<file path="config.mk">
export PLATFORM = sky130hd
export DESIGN_NAME = servo_pwm_bank
export DESIGN_NICKNAME = d
export VERILOG_FILES = /design/src/rtl/servo_pkg.sv /design/src/rtl/servo_slew_ch.sv /design/src/rtl/servo_pwm_bank.sv
export SDC_FILE = /design/constraint.sdc
export NUM_CORES = 1
export LEC_CHECK = 0
export CAP_MARGIN = 5
export CORE_MARGIN = 2
export CORE_UTILIZATION = 45
export CTS_CLUSTER_DIAMETER = 80
export DETAILED_ROUTE_END_ITERATION = 16
export GPL_TIMING_DRIVEN = 0
export PLACE_DENSITY = 0.72
export SKIP_LAST_GASP = 1
export SYNTH_ARGS = -nofsm -noshare
export SYNTH_HDL_FRONTEND = slang
export SYNTH_SLANG_ARGS = --single-unit
</file>
<file path="constraint.sdc">
create_clock -name clk -period 5.8 [get_ports clk]
set_clock_uncertainty 0.1 [all_clocks]
set_input_delay 1.45 -clock clk [delete_from_list [all_inputs] [get_ports clk]]
set_output_delay 1.45 -clock clk [all_outputs]
set_load 0.01 [all_outputs]
</file>
<file path="src/rtl/servo_pkg.sv">
`default_nettype none
// ============================================================================
//  Module      : servo_pkg
//  Description : Shared constants for the servo PWM bank (default frame
//                timing and pulse limits) and the pulse-width clamp rule.
//  Revision    : 1.0 - initial release
// ============================================================================
package servo_pkg;

    // Defaults assume a 50 MHz clock and a 20 ms servo frame.
    localparam int c_DEF_PERIOD_CYC = 1_000_000;
    localparam int c_DEF_MIN_CYC    = 50_000;
    localparam int c_DEF_MID_CYC    = 150_000;
    localparam int c_DEF_MAX_CYC    = 250_000;
    localparam int c_DEF_STEP_CYC   = 5_000;

    // Saturate a requested pulse width into [i_lo, i_hi].
    function automatic logic [31:0] clamp_cyc(
        input logic [31:0] i_val,
        input logic [31:0] i_lo,
        input logic [31:0] i_hi
    );
        logic [31:0] v_res;
        v_res = i_val;
        if (i_val < i_lo) begin
            v_res = i_lo;
        end else if (i_val > i_hi) begin
            v_res = i_hi;
        end
        return v_res;
    endfunction

endpackage
`default_nettype wire

</file>
<file path="src/rtl/servo_slew_ch.sv">
`default_nettype none
// ============================================================================
//  Module      : servo_slew_ch
//  Description : One servo channel: clamped target register, slew-limited
//                current width updated once per frame, and the registered
//                PWM compare against the shared frame counter.
//  Revision    : 1.0 - initial release
// ============================================================================
module servo_slew_ch
    import servo_pkg::*;
#(
    parameter int CW       = 21,
    parameter int MIN_CYC  = c_DEF_MIN_CYC,
    parameter int MAX_CYC  = c_DEF_MAX_CYC,
    parameter int MID_CYC  = c_DEF_MID_CYC,
    parameter int STEP_CYC = c_DEF_STEP_CYC
)(
    input  logic          clk,
    input  logic          rst_n,
    input  logic          i_wr,
    input  logic [CW-1:0] i_wr_data,
    input  logic          i_boundary,
    input  logic [CW-1:0] i_cnt_nxt,
    input  logic          i_en_nxt,
    output logic          o_pwm,
    output logic          o_busy
);

    localparam logic [CW-1:0] c_MID  = CW'(MID_CYC);
    localparam logic [CW-1:0] c_STEP = CW'(STEP_CYC);

    logic [CW-1:0] r_tgt;
    logic [CW-1:0] r_cur;
    logic [CW-1:0] w_cur_nxt;
    logic [CW-1:0] w_diff;
    logic [CW-1:0] w_tgt_clamped;
    logic          r_pwm;

    assign w_tgt_clamped = CW'(clamp_cyc(32'(i_wr_data), 32'(MIN_CYC), 32'(MAX_CYC)));

    // Slew step toward the (pre-write) target at a frame boundary; the
    // difference is taken only in the non-negative direction so nothing wraps.
    always_comb begin
        w_cur_nxt = r_cur;
        w_diff    = '0;
        if (i_boundary) begin
            if (r_tgt > r_cur) begin
                w_diff    = r_tgt - r_cur;
                w_cur_nxt = (w_diff > c_STEP) ? (r_cur + c_STEP) : r_tgt;
            end else if (r_tgt < r_cur) begin
                w_diff    = r_cur - r_tgt;
                w_cur_nxt = (w_diff > c_STEP) ? (r_cur - c_STEP) : r_tgt;
            end
        end
    end

    // Target/current registers and the PWM compare, evaluated on next-cycle
    // counter and enable so the pulse rises together with frame_start.
    always_ff @(posedge clk or negedge rst_n) begin
        if (!rst_n) begin
            r_tgt <= c_MID;
            r_cur <= c_MID;
            r_pwm <= 1'b0;
        end else begin
            r_cur <= w_cur_nxt;
            if (i_wr) begin
                r_tgt <= w_tgt_clamped;
            end
            r_pwm <= i_en_nxt & (i_cnt_nxt < w_cur_nxt);
        end
    end

    assign o_pwm  = r_pwm;
    assign o_busy = (r_cur != r_tgt);

endmodule
`default_nettype wire

</file>
<file path="src/rtl/servo_pwm_bank.sv">
`default_nettype none
// ============================================================================
//  Module      : servo_pwm_bank
//  Description : Bank of NCH slew-limited servo PWM channels sharing one
//                frame counter. Enables are latched only at frame
//                boundaries so no channel ever emits a runt pulse.
//  Revision    : 1.0 - initial release
// ============================================================================
module servo_pwm_bank
    import servo_pkg::*;
#(
    parameter int NCH        = 4,
    parameter int CW         = 21,
    parameter int PERIOD_CYC = c_DEF_PERIOD_CYC,
    parameter int MIN_CYC    = c_DEF_MIN_CYC,
    parameter int MAX_CYC    = c_DEF_MAX_CYC,
    parameter int MID_CYC    = c_DEF_MID_CYC,
    parameter int STEP_CYC   = c_DEF_STEP_CYC
)(
    input  logic                                  clk,
    input  logic                                  rst_n,
    input  logic                                  wr_en,
    input  logic [((NCH > 1) ? $clog2(NCH) : 1)-1:0] wr_ch,
    input  logic [CW-1:0]                         wr_data,
    input  logic [NCH-1:0]                        ch_en,
    output logic [NCH-1:0]                        servo,
    output logic                                  frame_start,
    output logic [NCH-1:0]                        busy
);

    localparam logic [CW-1:0] c_LAST = CW'(PERIOD_CYC - 1);

    logic [CW-1:0]  r_cnt;
    logic [CW-1:0]  w_cnt_nxt;
    logic           w_boundary;
    logic [NCH-1:0] r_en_q;
    logic [NCH-1:0] w_en_nxt;
    logic [NCH-1:0] w_wr_sel;
    logic           r_frame_start;

    assign w_boundary = (r_cnt == c_LAST);
    assign w_cnt_nxt  = w_boundary ? '0 : (r_cnt + CW'(1));
    assign w_en_nxt   = w_boundary ? ch_en : r_en_q;

    // Shared frame counter, frame-aligned enable latch and frame_start pulse.
    always_ff @(posedge clk or negedge rst_n) begin
        if (!rst_n) begin
            r_cnt         <= '0;
            r_en_q        <= '0;
            r_frame_start <= 1'b0;
        end else begin
            r_cnt         <= w_cnt_nxt;
            r_en_q        <= w_en_nxt;
            r_frame_start <= w_boundary;
        end
    end

    assign frame_start = r_frame_start;

    generate
        for (genvar i = 0; i < NCH; i++) begin : g_ch
            // Out-of-range channel indices match no instance and are dropped.
            assign w_wr_sel[i] = wr_en && (int'(wr_ch) == i);

            servo_slew_ch #(
                .CW       (CW),
                .MIN_CYC  (MIN_CYC),
                .MAX_CYC  (MAX_CYC),
                .MID_CYC  (MID_CYC),
                .STEP_CYC (STEP_CYC)
            ) u_ch (
                .clk        (clk),
                .rst_n      (rst_n),
                .i_wr       (w_wr_sel[i]),
                .i_wr_data  (wr_data),
                .i_boundary (w_boundary),
                .i_cnt_nxt  (w_cnt_nxt),
                .i_en_nxt   (w_en_nxt[i]),
                .o_pwm      (servo[i]),
                .o_busy     (busy[i])
            );
        end
    endgenerate

endmodule
`default_nettype wire

</file>
==> metrics.md, run 1 <==
| Metric | Value |
|---|---|
| Post-synth EDFFs | 0 |
| Iteration-0 DRC Markers | around 3200 |
| Placed cell area | roughly 25000 sq um |
| Clock period minus worst slack | 5.77 ns |
| Drt pass-1 iters | 7 |
| Most common cell after layout, fill and taps aside | nand2_1 |
| Antenna violations before repair | 2 |
| Area Growth Syn to Fin | 15.3% |
| Global-route wire length before repair | around 140 mm |
| Drt total wl | between 90 and 100 mm |
| Synth cell types | 101 |
| Synth Warn # | 0 |
| GRT Residual Overflow | 0 |
| Crit Path Max Fanout | 10 |
| # nets final | 3572 |
| Seq cells post-synth | around 200 |
| Pre-CTS WS | -1.21 ns |
| Internal power consumption | about 2.9 mW |
| Total Power | 4.82 mW |
| Syn avg cell area | about 7.6 sq um |
| Worst setup EP type | flop |
| Net Count, Synth | 3469 |
| Outcome | complete, no violations |
| Comb pwr share | 0.402 |
| Async S/R FF share, synth | 1.00 |
| Number of global-route vias before repair | between 20000 and 25000 |
| Area of the multi-input gates | about 19000 sq um |
| Initial Util | 0.457 |
| Clk sink count | around 200 |
| Final period utilization | 0.994 |
| Die ar. | 55600 sq um |
| Final instance area | roughly 28000 sq um |
| Clk Latency, worst-skew pair | slightly below 0.5 ns |
| Avg WL per Cell | around 23 um |
| RePlAce Congestion | 0.999 |
| Slew headroom | 0.0583 |
| Fillcell total | approximately 5000 |
| Synth Instances | 3182 |
| Register area | around 5100 sq um |
| Largest net degree at the start of global routing | 118 |
| Hold_buf cts | 0 |
| Die width | approximately 240 um |
| Max cap viols | 0 |
| Worst-Margin Slew | 1.41 ns |
| Power density cells | about 170 nW/um^2 |
| CTS tree | built |
| Reg clk slew, reported paths | around 0.090 ns |
| Top_reg_cell synth | dfrtp_1 |
| Post-synth top area share | 0.139 |
| VDD IR-drop max | between 0.15 and 0.2 mV |
| Final setup violation count | 0 |
| Port Buffers | 38 |
| Final hold slack | roughly 0.38 ns |
| Vias | about 26000 |
| Num CTS Buffers | 17 |
| Vias per Instance | 6.59 |
| Register area share after synthesis | 0.208 |
| CP Launch Type | flop |
| Yosys top cell by area | dfrtp_1 |
| Placed wire-length estimate | 67.7 mm |
| Synthesized cell area | roughly 24000 sq um |
| Rows | 84 |
| Clock power frac | 0.280 |
| Commonest non-fill, non-tap cells in the layout | 285 x nand2_1, 233 x a21oi_1, 229 x ha_1 |
| Hold Crit Class | flop to flop |
| Crit Path Class | flop to flop |
| Final Hold Fails | 0 |
| Routed Antenna Nets | 0 |
| Sw Share | 0.405 |
| RSZ-0062 raised after global routing | true |
| NetSw | 1.95 mW |
| DR DRC count | 0 |
| CTS H-tree depth | 4 |
| CTS max path bufs | 2 |
| WP data required | ~6.1 ns |
| Core Region | approximately 53000 sq um |
| Biggest area contributors in the synthesized netlist | dfrtp_1 14%, ha_1 13%, dfstp_2 7.0% |
| Achievable frequency | approximately 170 MHz |
| Total track usage | 0.313 |
| Util after Layout | 0.527 |
| Share of layout cells above drive strength 1 | 0.154 |
| Chip height | 236 um |
| Io pins | 39 |
| CTS root buf | clkbuf_16 |
| Leak pwr | 11.8 nW |
| Sequential group share of total power | 0.318 |
| Crit path DAT | 6.03 ns |
| Final Slew Violations | 0 |
| Worst Setup Slack, final | roughly 0.034 ns |
[cells in the mapped netlist, types with 16 or more instances]
master,instances
a211o_1,21
a211oi_1,33
a21o_1,114
a21oi_1,260
a221oi_1,16
a31oi_1,43
and2_1,34
and3_1,41
buf_2,30
clkbuf_1,130
dfrtp_1,134
dfstp_2,64
ha_1,253
inv_1,209
mux2i_1,40
nand2_1,289
nand2b_1,39
nand3_1,86
nand4_1,69
nor2_1,194
nor2b_1,37
nor3_1,88
nor4_1,37
o2111ai_1,17
o211ai_1,30
o21a_1,44
o21ai_0,231
o21ai_1,34
o21bai_1,27
o31ai_1,28
or3_1,35
xnor2_1,74
xor2_1,47
[path summary, 6_finish.rpt]
path                                     start                           endpoint  slack, ns  depth (start not counted)
max in group asynchronous                rst_n  g_ch[3].u_ch.r_tgt[0]$_DFFE_PN0P_       3.62                          2
max                         r_cnt[0]$_DFF_PN0_       g_ch[0].u_ch.o_pwm$_DFF_PN0_       0.03                         14
min                        r_en_q[2]$_DFF_PN0_                r_en_q[2]$_DFF_PN0_       0.38                          2
min reg2reg                r_en_q[2]$_DFF_PN0_                r_en_q[2]$_DFF_PN0_       0.38                          2
min in group asynchronous                rst_n   g_ch[2].u_ch.r_cur[13]$_DFF_PN0_       0.86                          1
max reg2reg                 r_cnt[0]$_DFF_PN0_       g_ch[0].u_ch.o_pwm$_DFF_PN0_       0.03                         14
[metrics by stage]
step                      TNS [ns]  instances
after global placement     -939.58       3908
after global routing        -0.395       3986
after floorplan                  0       3182
final                            0       3988
after detailed placement     -4.38       3909
after CTS                  -0.0911       3946
[final cells by class]
type	instances	share of cell area
clock inverter	14	0.00664
antenna	2	0.000180
inverter	209	0.0283
timing repair buffer	127	0.0389
tap	688	0.0309
multi-input combinational	2586	0.670
clock buffer	18	0.0158
buffer	146	0.0278
sequential	198	0.181
[power groups by stage]
stage	combinational (mW)	clock, mW	sequential, mW
finish	1.94	1.35	1.53
global route	2.09	1.40	1.53
CTS	1.71	1.34	1.52
detailed placement	1.59	0	1.55
global placement	1.58	0	1.55
floorplan	1.17	0	1.51
[cells by family (layout without fill, tap and decap cells)]
| kind of cell | after synthesis | after routing | synth area share |
|---|---|---|---|
| simple gates | 1025 | 1025 | 0.212 |
| buf+inv | 398 | 514 | 0.0658 |
| fa+ha+maj | 257 | 257 | 0.134 |
| flops | 198 | 198 | 0.208 |
| mux | 50 | 50 | 0.0212 |
| compound gates | 1133 | 1133 | 0.315 |
| other cells | 0 | 2 | 0 |
| xor+xnor | 121 | 121 | 0.0438 |
[registers in the layout, indices dropped and copies added, names as in the netlist]
| signal | flops |
|---|---|
| frame_start | 1 |
| g_ch.u_ch.o_pwm | 4 |
| g_ch.u_ch.r_cur | 84 |
| g_ch.u_ch.r_tgt | 84 |
| r_cnt | 21 |
| r_en_q | 4 |
[critical path: stages (launching register included)]
cell             delay, ns
dfrtp_1               0.43
ha_1                  0.25
and3_1                0.20
and3_1                0.18
nand3_1               0.16
clkdlybuf4s15_1       0.88
buf_1                 0.77
clkbuf_1              0.96
a221oi_1              0.39
ha_1                  0.38
nand2_1               0.10
nor4_2                0.29
nand2_1               0.15
a211oi_1              0.26
a21oi_2               0.14
[layer usage]
metal,up-vias,track usage,wire (um)
li1,11975,-,-
met1,12481,0.425,37900
met2,1544,0.476,39500
met3,296,0.0680,9470
met4,0,0.139,4400
met5,-,0,0
[what timing repair did]
item | 4_1_cts | 5_1_grt
gates resized for setup | 107 | 256
setup endpoints to repair | 6 | 6
cloned | 0 | 1
pin swaps | 25 | 65
buffers inserted | 27 | 60
No activity file was read; power rests on OpenSTA's default activity.
==> run 2, diff against run 1 <==
--- a/config.mk
+++ b/config.mk
@@ -9,6 +9,7 @@
 export CORE_MARGIN = 2
 export CORE_UTILIZATION = 45
 export CTS_CLUSTER_DIAMETER = 80
+export CTS_CLUSTER_SIZE = 10
 export DETAILED_ROUTE_END_ITERATION = 16
 export GPL_TIMING_DRIVEN = 0
 export PLACE_DENSITY = 0.72
==> results of run 2 <==
Final layout, timing and power as in run 1 (identical DEF).
